File: src/rtl/fifo_rd_packer.sv
// fifo_rd_packer: pops WIDTH-bit entries from an async FIFO read port and
// packs RATIO of them little-endian into one output word on a valid/ready
// stream. A flush pulse drains a partial word with a keep mask and last flag.
module fifo_rd_packer #(
  parameter int WIDTH = 8,
  parameter int RATIO = 4
) (
  input  logic                     r_clk,
  input  logic                     rst_r,
  input  logic                     fifo_empty,
  output logic                     fifo_r_en,
  input  logic [WIDTH-1:0]         fifo_r_data,
  input  logic                     flush,
  output logic                     m_valid,
  input  logic                     m_ready,
  output logic [WIDTH*RATIO-1:0]   m_data,
  output logic [RATIO-1:0]         m_keep,
  output logic                     m_last,
  output logic                     busy
);

  // byte_cnt must be able to hold RATIO (a full word parked in the accumulator)
  localparam int CW = $clog2(RATIO + 1);
  localparam logic [CW-1:0] FULL_CNT  = CW'(RATIO);
  localparam logic [CW-1:0] LAST_SLOT = CW'(RATIO - 1);

  logic [WIDTH*RATIO-1:0] acc_reg;
  logic [WIDTH*RATIO-1:0] acc_next;
  logic [WIDTH*RATIO-1:0] load_data;
  logic [CW-1:0]          byte_cnt_reg;
  logic [CW-1:0]          byte_cnt_next;
  logic [CW-1:0]          keep_cnt;
  logic [RATIO-1:0]       keep_mask;
  logic                   inflight_reg;
  logic                   flush_pending_reg;
  logic                   flush_pending_next;
  logic                   out_free;
  logic                   load;
  logic                   load_last;
  logic                   pend_clear;

  // Returning entry is merged into its slot; the keep mask zeroes unused slots
  // so stale entries from earlier words never leak into a partial word.
  for (genvar gi = 0; gi < RATIO; gi++) begin : g_slot
    assign acc_next[gi*WIDTH +: WIDTH] =
      (inflight_reg && (byte_cnt_reg == CW'(gi))) ? fifo_r_data : acc_reg[gi*WIDTH +: WIDTH];
    assign keep_mask[gi] = (CW'(gi) < keep_cnt);
    assign load_data[gi*WIDTH +: WIDTH] = keep_mask[gi] ? acc_next[gi*WIDTH +: WIDTH] : '0;
  end

  // Pop only when the accumulator can absorb the entry, including any in flight
  assign fifo_r_en = !rst_r && !fifo_empty && !flush_pending_reg &&
                     (({1'b0, byte_cnt_reg} + {{CW{1'b0}}, inflight_reg}) < (CW+1)'(RATIO));

  assign busy = (byte_cnt_reg != '0) | inflight_reg | m_valid | flush_pending_reg;

  // Decide whether the output register loads this cycle and how byte_cnt moves
  always_comb begin
    out_free      = !m_valid || m_ready;
    load          = 1'b0;
    load_last     = 1'b0;
    pend_clear    = 1'b0;
    keep_cnt      = byte_cnt_reg;
    byte_cnt_next = byte_cnt_reg;
    if (inflight_reg) begin
      if (byte_cnt_reg == LAST_SLOT) begin
        if (out_free) begin
          // Word completes straight into the output register
          load          = 1'b1;
          load_last     = flush_pending_reg;
          pend_clear    = flush_pending_reg;
          keep_cnt      = FULL_CNT;
          byte_cnt_next = '0;
        end else begin
          // Output busy: park the complete word and stop popping
          byte_cnt_next = FULL_CNT;
        end
      end else begin
        byte_cnt_next = byte_cnt_reg + CW'(1);
      end
    end else if (byte_cnt_reg == FULL_CNT) begin
      if (out_free) begin
        load          = 1'b1;
        load_last     = flush_pending_reg;
        pend_clear    = flush_pending_reg;
        byte_cnt_next = '0;
      end
    end else if (flush_pending_reg) begin
      if (byte_cnt_reg == '0) begin
        pend_clear = 1'b1;
      end else if (out_free) begin
        load          = 1'b1;
        load_last     = 1'b1;
        pend_clear    = 1'b1;
        byte_cnt_next = '0;
      end
    end
  end

  // A flush arriving while one is already pending is dropped
  always_comb begin
    flush_pending_next = flush_pending_reg;
    if (flush_pending_reg) begin
      flush_pending_next = !pend_clear;
    end else begin
      flush_pending_next = flush;
    end
  end

  // State and output registers
  always_ff @(posedge r_clk) begin
    if (rst_r) begin
      acc_reg           <= '0;
      byte_cnt_reg      <= '0;
      inflight_reg      <= 1'b0;
      flush_pending_reg <= 1'b0;
      m_valid           <= 1'b0;
      m_data            <= '0;
      m_keep            <= '0;
      m_last            <= 1'b0;
    end else begin
      acc_reg           <= acc_next;
      byte_cnt_reg      <= byte_cnt_next;
      inflight_reg      <= fifo_r_en;
      flush_pending_reg <= flush_pending_next;
      if (load) begin
        m_valid <= 1'b1;
        m_data  <= load_data;
        m_keep  <= keep_mask;
        m_last  <= load_last;
      end else if (m_ready) begin
        m_valid <= 1'b0;
      end
    end
  end

endmodule
File: config.mk
export PLATFORM = sky130hd
export DESIGN_NAME = fifo_rd_packer
export DESIGN_NICKNAME = d
export VERILOG_FILES = /design/src/rtl/fifo_rd_packer.sv
export SDC_FILE = /design/constraint.sdc
export NUM_CORES = 1
export LEC_CHECK = 0
export ABC_AREA = 1
export CORE_ASPECT_RATIO = 1.75
export CORE_MARGIN = 2
export CORE_UTILIZATION = 55
export DETAILED_ROUTE_END_ITERATION = 10
export DONT_BUFFER_PORTS = 1
export PLACE_DENSITY = 0.7
export SETUP_SLACK_MARGIN = 0.05
export SLEW_MARGIN = 20
export SYNTH_ARGS = -nofsm -noshare
export SYNTH_HDL_FRONTEND = slang
export SYNTH_SLANG_ARGS = --single-unit
File: constraint.sdc
create_clock -name r_clk -period 3.12 [get_ports r_clk]
set_input_delay 0.312 -clock r_clk [delete_from_list [all_inputs] [get_ports r_clk]]
set_output_delay 0.312 -clock r_clk [all_outputs]
set_load 0.005 [all_outputs]
==> flow_summary.toml <==
[synthesis]
synth_top_area_share_pct = 51.6
synthArstFlopShare_pct = 0
synth_seq_cells = 75
synth_top_cell_by_area = "dfxtp_1"
synthCells = 367
ys.flop_type = "dfxtp_1"
synth_area_leaders = "dfxtp_1 (52%), nand2_1 (13%), nand3_1 (7.0%), a21oi_1 (5.2%), nand4_1 (3.7%)"
yosysWarningCount = 0
synth-seq-area-share_pct = 51.6
syn_nets = 384
synthesis.area_um2 = 2910
synth_edf_count = 0
synth.avg_cell_area_um2 = 7.93
synth.distinct_cells = 23

[flow_run]
cap_violations = 0

[layout]
layout-drive-gt1-share_pct = 8.79
diodes = 0
num-nets-final = 377
stdcell_area_um2 = 3090
area_delta_synth_final_pct = 6.19
finalNonFillerCells = 419
post-route-util_pct = 59.8

[worst_hold_path]
holdPathStages = 1
hold_class = "in -> reg"
worst_hold_startpoint = "rst_r"
holdPathEnd = "m_keep[1]"

[clock_tree]
cts_hold_buf = 0
clk_pin_slew_ps = 80
cts_tree = "built"
h-tree-depth = 3
clockBufferDepth = 2
root_buffer = "clkbuf_8"
clock_latency_ps = 350
cts_resized = 0
clock-sinks = 75
numCtsBuffers = 9
post_cts_buffers = 0

[drt]
via_per_inst = 5.47
top_layer = "met4"
wl_met3_um = 355
met1Wirelength_um = 2680
vias = 2292
drt_pass1_iterations = 4
wire_per_inst_um = 15.1
dr_wl_met2_um = 3140
drc = 0
wl_um = 6310
postRouteAntennaNets = 0
drtIter0Drc = 91

[floorplan]
die_x_um = 59
dieArea_um2 = 5910
die_h_um = 100
ios = 53
initial_core_util_pct = 56.3
core-area_um2 = 5170
row_count = 35

[timing]
tns_ps = 0
slew_headroom_pct = 42.6
timing.hold.ws_ps = 32.4
skew_ps = 8.04
hold_violations = 0
setup_viol = 0
fin_crit_ps = 2060
setup_ws_ps = 1060
rsz0062_at_grt = "no"
final-max-slew-violation-count = 0
max_freq_ghz = 0.486
tightest_slew_ps = 860
timing.final.crit_share_pct = 66.0

[power_and_ir_drop]
intPower_mw = 1.47
p_per_area_nw_per_um2 = 614
seq_power_share_pct = 52.0
power_frac_comb_pct = 5.4
power_mw = 1.90
clkPwrFrac_pct = 42.6
p_switching_uw = 427
ir_drop_uv = 405
switching_share_pct = 22.5
p_leak_nw = 1.35

[global_route]
grt_max_degree = 38
antenna_found_initial = 0
grt_first_pass_wirelength_um = 10400
track_usage_pct = 23.4
grt_pass1_vias = 2199
grt.overflow.total = 0

[setup_path]
required_ps = 3360
crit_fanout = 37
critPathCaptureType = "register"
path_class = "reg -> reg"
worstSetupStartpointType = "register"
rrSetupSlack_ps = 1060
worstReg2RegStart = "inflight_reg"
r2r-end = "m_keep[2]"
crit_arrival_ps = 2300
reg2reg_depth = 7

[placement]
place_congestion = 0.898
port_buffers = 0
dp_cells = 404
hpwlAfterDp_um = 4410
place_ws_ps = 1100
place_area_um2 = 2880

[run_status]
status = "finished, final reports clean"
==> synthesized netlist by cell type (4+ instances only) <==
library cell and number:
a21oi_1 30, buf_2 8, buf_4 7, clkbuf_1 4, dfxtp_1 75, ha_1 4, inv_1 22, nand2_1 99
nand2_2 4, nand3_1 41, nand4_1 17, nor2_1 18, o21ai_0 21
==> critical path, stage by stage, from the launching register on <==
cell     delay (ps)
dfxtp_1         870
nand2_2         330
nand2_4         200
nand2_4         250
nand2_1         140
nand3_1          70
nand2_1          60
inv_1            30
==> worst max-delay path by stage <==
stage                    startpoint         end  slack [ps]  cells after the start
detailed placement     inflight_reg   m_keep[2]        1100                      7
finish                 inflight_reg   m_keep[2]        1060                      7
CTS                    inflight_reg   m_keep[2]        1080                      7
global route           inflight_reg   m_keep[2]         860                      7
global placement       inflight_reg   m_keep[2]        1180                      7
floorplan           byte_cnt_reg[0]  m_data[10]        1520                     10
==> cells by family (layout without fill, tap and decap cells) <==
logic type / Yosys count / count (layout) / share of synthesized area [%]
simple gates: 186 / 186 / 29.1
flops: 75 / 75 / 51.6
compound gates: 56 / 56 / 10.2
buf+inv: 46 / 43 / 7.48
fa+ha+maj: 4 / 4 / 1.72
==> layout make-up <==
cell class / instances / area [µm²]
Fill cell: 505 / 2080
Sequential cell: 75 / 1500
Multi-Input combinational cell: 246 / 1190
Clock buffer: 11 / 141
Inverter: 26 / 98.8
Clock inverter: 4 / 73.8
Tap cell: 55 / 68.8
Timing Repair Buffer: 2 / 15.0
==> per-layer routing <==
metal | vias to the layer above | GRT usage (%)
li1 | 1194 | -
met1 | 1024 | 27.5
met2 | 62 | 38.3
met3 | 12 | 8.25
met4 | 0 | 8.92
met5 | - | 0
==> power by group through the flow <==
stage	sequential (mW)	combinational (mW)	clock, mW
detailed placement	1.01	0.102	0
global route	0.988	0.115	0.874
CTS	0.986	0.103	0.819
finish	0.987	0.102	0.808
global placement	1.01	0.0998	0
floorplan	1.00	0.0981	0
==> layout by cell type, fill, tap and decap left out, drive strengths merged, types with 4 or more instances in the layout <==
cell type  instances
a21oi             31
nand3             44
inv               26
dfxtp             75
ha                 4
clkbuf            11
nand4             17
nand2            106
nor2              19
o21ai             21
(Power assumes the default switching activity.)
